## config.mk

```make
export PLATFORM = sky130hd
export DESIGN_NAME = arinc429_tx
export DESIGN_NICKNAME = d
export VERILOG_FILES = /design/src/rtl/arinc429_tx.sv
export SDC_FILE = /design/constraint.sdc
export NUM_CORES = 1
export LEC_CHECK = 0
export ABC_CLOCK_PERIOD_IN_PS = 2430
export CORE_ASPECT_RATIO = 1.1
export CORE_MARGIN = 2
export CORE_UTILIZATION = 25
export CTS_CLUSTER_DIAMETER = 200
export DETAILED_ROUTE_END_ITERATION = 10
export GPL_ROUTABILITY_DRIVEN = 0
export GPL_TIMING_DRIVEN = 0
export PLACE_DENSITY = 0.44
export SLEW_MARGIN = 20
export SYNTH_ARGS = -nofsm -noshare
export SYNTH_HDL_FRONTEND = slang
export SYNTH_SLANG_ARGS = --single-unit
```

## constraint.sdc

```tcl
create_clock -name clk -period 2.43 [get_ports clk]
set_input_delay 0.6075 -clock clk [delete_from_list [all_inputs] [get_ports clk]]
set_output_delay 0.6075 -clock clk [all_outputs]
set_load 0.01 [all_outputs]
```

## src/rtl/arinc429_tx.sv

```systemverilog
// ARINC 429 line transmitter: serializes 32-bit words as return-to-zero bipolar
// HI/LO/NULL line states, with optional odd parity in bit 31 and an inter-word NULL gap.
module arinc429_tx #(
  parameter int CLK_DIV   = 250,
  parameter int GAP_BITS  = 4,
  parameter bit PARITY_EN = 1'b1
) (
  input  logic        clk,
  input  logic        rst,
  input  logic        en,
  input  logic [31:0] s_data,
  input  logic        s_valid,
  output logic        s_ready,
  output logic        tx_hi,
  output logic        tx_lo,
  output logic        busy,
  output logic        word_done
);

  localparam int DW         = (CLK_DIV > 1) ? $clog2(CLK_DIV) : 1;
  localparam int GAP_HALVES = 2 * GAP_BITS;
  localparam int GW         = (GAP_HALVES > 1) ? $clog2(GAP_HALVES) : 1;

  typedef enum logic [1:0] {IDLE, HALF_ON, HALF_NULL, GAP} state_t;

  state_t        state_reg, state_next;
  logic [DW-1:0] div_reg, div_next;
  logic [4:0]    bit_reg, bit_next;
  logic [GW-1:0] gap_reg, gap_next;
  logic [31:0]   shift_reg, shift_next;
  logic          tx_hi_next, tx_lo_next, busy_next, done_next;
  logic          half_end, xfer;
  logic [31:0]   load_word;

  assign s_ready   = (state_reg == IDLE) & en & ~rst;
  assign xfer      = s_valid & s_ready;
  assign half_end  = (div_reg == DW'(CLK_DIV - 1));
  assign load_word = PARITY_EN ? {~^s_data[30:0], s_data[30:0]} : s_data;

  always_comb begin
    state_next = state_reg;
    div_next   = div_reg;
    bit_next   = bit_reg;
    gap_next   = gap_reg;
    shift_next = shift_reg;
    done_next  = 1'b0;
    case (state_reg)
      IDLE: begin
        if (xfer) begin
          state_next = HALF_ON;
          shift_next = load_word;
          div_next   = '0;
          bit_next   = '0;
        end
      end
      HALF_ON: begin
        if (half_end) begin
          div_next   = '0;
          state_next = HALF_NULL;
        end else begin
          div_next = div_reg + 1'b1;
        end
      end
      HALF_NULL: begin
        if (half_end) begin
          div_next = '0;
          if (bit_reg != 5'd31) begin
            shift_next = {1'b0, shift_reg[31:1]};
            bit_next   = bit_reg + 5'd1;
            state_next = HALF_ON;
          end else begin
            gap_next   = '0;
            done_next  = 1'b1;
            state_next = GAP;
          end
        end else begin
          div_next = div_reg + 1'b1;
        end
      end
      GAP: begin
        if (half_end) begin
          div_next = '0;
          if (gap_reg == GW'(GAP_HALVES - 1)) state_next = IDLE;
          else gap_next = gap_reg + 1'b1;
        end else begin
          div_next = div_reg + 1'b1;
        end
      end
      default: state_next = IDLE;
    endcase
    // Line outputs are registered from the next state so bit 0 drives right after the transfer edge.
    tx_hi_next = (state_next == HALF_ON) &  shift_next[0];
    tx_lo_next = (state_next == HALF_ON) & ~shift_next[0];
    busy_next  = (state_next != IDLE);
  end

  always_ff @(posedge clk) begin
    if (rst) begin
      state_reg <= IDLE;
      div_reg   <= '0;
      bit_reg   <= '0;
      gap_reg   <= '0;
      shift_reg <= '0;
      tx_hi     <= 1'b0;
      tx_lo     <= 1'b0;
      busy      <= 1'b0;
      word_done <= 1'b0;
    end else begin
      state_reg <= state_next;
      div_reg   <= div_next;
      bit_reg   <= bit_next;
      gap_reg   <= gap_next;
      shift_reg <= shift_next;
      tx_hi     <= tx_hi_next;
      tx_lo     <= tx_lo_next;
      busy      <= busy_next;
      word_done <= done_next;
    end
  end

endmodule

```

# After elaboration in Yosys (flattened, before gate mapping)
# Index checks and enable logic that the tools add are counted.
dict set report op_classes {
  n_addsub 3
  n_eq_ne 13
  n_mux 24
  bitwise 9
  n_reduce_logical 9
}
# operator count
set ops {}
lappend ops {{32-bit two-way mux} 3}
lappend ops {{32-bit one-hot mux with 2 select lines} 1}
lappend ops {{31-bit XNOR reduction} 1}
lappend ops {{8-bit two-way mux} 2}
lappend ops {{8-bit one-hot mux with 2 select lines} 1}
lappend ops {{5-bit two-way mux} 3}
lappend ops {{2-bit two-way mux} 6}
lappend ops {{3-bit two-way mux} 4}
lappend ops {{2-bit inequality test, second input constant} 6}
lappend ops {{5-bit one-hot mux with 2 select lines} 1}
lappend ops {{8-bit by 1-bit adder with 8-bit output, second input constant} 1}
lappend ops {{8-bit == test, second input constant} 1}
lappend ops {{2-bit one-hot mux with 4 select lines} 1}
lappend ops {{3-bit one-hot mux with 2 select lines} 1}
lappend ops {{2-bit nonzero test} 3}
lappend ops {{3-bit OR reduction} 2}
lappend ops {{5-bit by 1-bit adder with 5-bit output, second input constant} 1}
lappend ops {{1-bit AND} 5}
lappend ops {{5-bit inequality test, second input constant} 1}
lappend ops {{5-bit AND reduction} 1}
lappend ops {{2-bit by 1-bit == test with 1-bit output, second input constant} 2}
lappend ops {{2-bit == test, second input constant} 2}
lappend ops {{1-bit NOT} 4}
lappend ops {{4-bit AND reduction} 1}
lappend ops {{other kinds (4)} 4}
dict set report word_totals {
  ff_bits 54
  in_bits 36
  out_inout_bits 5
}

# Depth between registers and ports, before layout
dict set report logic_depth {
  depth_word 8
  ltp_mapped 8
  depth_no_buf 7
}

# Worst setup path after synthesis
# OpenSTA, ideal clock, no wires.
dict set report synth_path {
  path_kind {input -> register}
  from {in s_data[2]}
  to {reg shift_reg[31]}
  arrival_ps 1895
  setup_slack_ps 422
  stages 5
  path_buffers 0
  cell_sequence {xnor3_1 > xnor3_1 > xnor3_1 > xnor3_1 > a21o_1}
}
dict set report synth_via {
  elab_chain_len 3
}
# element line
set synth_lines {}
lappend synth_lines {{from (decl)} 11} ;# input logic [31:0] s_data,
lappend synth_lines {{31-bit XNOR reduction} 38} ;# assign load_word = PARITY_EN ? {~^s_data[30:0], s_data[30:0]} : s_data;
lappend synth_lines {{32-bit two-way mux} 49} ;# if (xfer) begin
lappend synth_lines {{32-bit one-hot mux with 2 select lines} 47} ;# case (state_reg)
lappend synth_lines {{to (signal assigned)} 113} ;# shift_reg <= shift_next;
lappend synth_lines {{to (decl)} 30} ;# logic [31:0] shift_reg, shift_next;
# No other way between the ends. The select of a mux whose other input is x is not followed.
# A chain may end at the register's enable or synchronous reset.

# Worst setup path after layout
dict set report layout_path {
  from {in s_data[1]}
  to {reg shift_reg[31]}
}
# The elaborated chain is that of the path after synthesis.

==> metrics.md <==
| Metric | Value |
|---|---|
| First-pass GRT wire length | `11000 um` |
| Synth Cell Area | `0.00271 mm^2` |
| Fraction of layout cells with a size suffix above 1 | `8.96%` |
| Vias in the first global route | `2162` |
| Pwr/cell area | `587 mW/mm^2` |
| Starting Density | `25.8%` |
| Routed WL per cell | `14.0 um` |
| CTS Buf Count | `5` |
| Unique masters post-synth | `48` |
| Skew-Pair Late Insertion Delay | `0.29 ns` |
| Fmax | `458 MHz` |
| Buffers on Ports | `38` |
| Finished Layout Cells | `489` |
| Gr usage total | `12.1%` |
| Max-Cap Viols | `0` |
| Final setup violation count | `0` |
| I/O pins | `41` |
| Starting DRT DRC Count | `90` |
| Crit Path Category | `primary input to register` |
| FF+latch count, synth | `54` |
| Final Hold Fails | `0` |
| Top post-synthesis cells by area | `dfxtp_1 (40%), a22oi_1 (8.0%), a21oi_1 (7.9%)` |
| Drt total wl | `6850 um` |
| Antenna violations before repair | `0` |
| RSZ-0062 raised after global routing | `false` |
| Clk buf depth | `2` |
| Hold WS | `0.455 ns` |
| Vias | `2305` |
| Die Height | `113 um` |
| DRC violations left | `0` |
| Final Cycle Share | `89.8%` |
| Mean area per synthesized cell | `9.03 um^2` |
| Largest net degree at the start of global routing | `18` |
| Async set-reset flop share out of synthesis | `0%` |
| Post-synth top area share | `39.9%` |
| Sink Count | `54` |
| CTS tree | `built` |
| Largest register FFs | `32` |
| Commonest cells in the synthesized netlist | `dfxtp_1 (54), a21oi_1 (43), nand2_1 (38)` |
| Grt ovf | `0` |
| Post-Place Setup Slack | `-0.233 ns` |
| Critical Path AT | `2.38 ns` |
| Synth Instances | `300` |
| Final ANT Viol Nets | `0` |
| Layout Skew | `0.0101 ns` |
| Die X | `103 um` |
| Worst-path clk slew | `0.08 ns` |
| Crit. End Element | `register` |
| Drt pass-1 iters | `4` |
| Largest area contributor in the netlist | `dfxtp_1` |
| Area Overhead vs Synth | `26.7%` |
| Post-synth EDFFs | `0` |
| Synth warnings | `0` |
| Critical Path RT | `2.63 ns` |
| Placed cell count | `481` |
| Total core area | `0.0105 mm^2` |
| Ys flop type | `dfxtp_1` |
| Register area share after synthesis | `39.9%` |
| H-Tree Depth | `2` |
| Setup bufs post-CTS | `0` |
| Most frequent cell after synthesis | `dfxtp_1` |
| Final WS setup | `0.247 ns` |
| Post-DR vias/cell | `4.71` |
| Rel. slew slack | `55.2%` |
| Startpoint Class | `primary input` |
| Final min period | `2.18 ns` |
| Outcome | `finished clean` |
| Syn nets | `343` |
| Leak Pwr | `1.20 nW` |
| Slew Limit Fails | `0` |
| Die area | `0.0117 mm^2` |
| Worst Hold Class | `register to register` |
| Root buf cell | `clkbuf_16` |
| IR drop worst, VDD | `298 uV` |
| Fill count | `1105` |
| Worst-path maximum fanout | `2` |
| Worst Max-Slew Pin Slew | `0.669 ns` |
| Final nets | `388` |
| Number of diodes | `0` |
| DPL Wire Length | `5100 um` |
| Num rows | `39` |
## layout by cell type (no fill, tap or decap), types with 2 or more instances in the layout
cell type / count
xnor2_1: 18
clkbuf_16: 5
and3_1: 4
nand2b_1: 3
a311oi_1: 4
nor3b_1: 2
a31oi_1: 2
ha_1: 7
xnor3_1: 4
nand3_1: 7
nor2b_1: 4
clkbuf_1: 8
buf_2: 4
nand3b_1: 2
clkdlybuf4s50_1: 37
clkinv_4: 2
buf_4: 6
and2_1: 2
nor3_1: 4
a22oi_1: 29
nor3_2: 2
nand2_1: 38
a21oi_1: 43
xor2_1: 5
nor2_1: 15
nand4_1: 3
o21ai_0: 5
nand4b_1: 3
dfxtp_1: 54
## cells by family after synthesis
kind of cell | count (synthesis) | synth area share, %
XOR/XNOR | 28 | 11.4
multiplexers | 1 | 0.370
buffers and inverters | 20 | 4.06
adder cells (fa/ha/maj) | 7 | 3.23
AO/OA/AOI/OAI | 90 | 21.1
AND/OR/NAND/NOR | 100 | 20.0
flip-flops | 54 | 39.9
## final timing paths
kind | from | to | slack [ns] | depth (start not counted)
worst max-delay path | s_data[1] | shift_reg[31] | 0.25 | 6
worst min-delay path | shift_reg[19] | shift_reg[19] | 0.46 | 2
worst min register to register | shift_reg[19] | shift_reg[19] | 0.46 | 2
worst max register to register | bit_reg[0] | bit_reg[1] | 0.30 | 8
## worst max-delay path: stages
cell and delay (ns):
clkdlybuf4s50_1 0.51, xnor3_1 0.41, xnor3_1 0.25, xnor3_1 0.23
xnor3_1 0.19, a21o_1 0.18
## metal layers
layer  vias up  track usage (%)  wire, um  share of wire [%]
met1      1090             16.2      3390                 49
li1       1174                -         -                  -
met5         -                0         0                  0
met2        35             19.7      3220                 47
met3         6             1.67       144                2.1
met4         0             3.95       101                1.5
## report_power, final
part	switching [mW]	leakage, nW	internal (mW)
sequential	0.0135	0.438	0.913
clock	0.336	0.0770	0.415
combinational	0.143	0.682	0.194
## area by class of cell
type	count	area, um^2	share of cell area [%]
plain buffers	19	106	3.10
clock buffers	6	139	4.05
clock inverters	2	17.5	0.510
inverters	1	3.75	0.109
multi-input cells	226	1520	44.4
flip-flops and latches	54	1080	31.5
well taps	143	179	5.21
repair buffers	38	383	11.2
## stage by stage
stage          TNS, ns  area, um^2  power, mW  utilization, %
6_report             0        3430       2.01            32.7
5_1_grt              0        3430       2.12            32.7
4_1_cts              0        3420       2.06            32.6
3_5_place_dp    -0.233        3270       1.30            31.2
3_3_place_gp    -0.232        3270       1.30            31.2
2_1_floorplan        0        2710       1.17               -
## timing repair
item / CTS / global route
endpoints found under the setup margin: 0 / 2
hold endpoints to repair: 0 / 0
gates resized for setup: 0 / 2
hold buffers: 0 / 0
(Power assumes the default switching activity.)
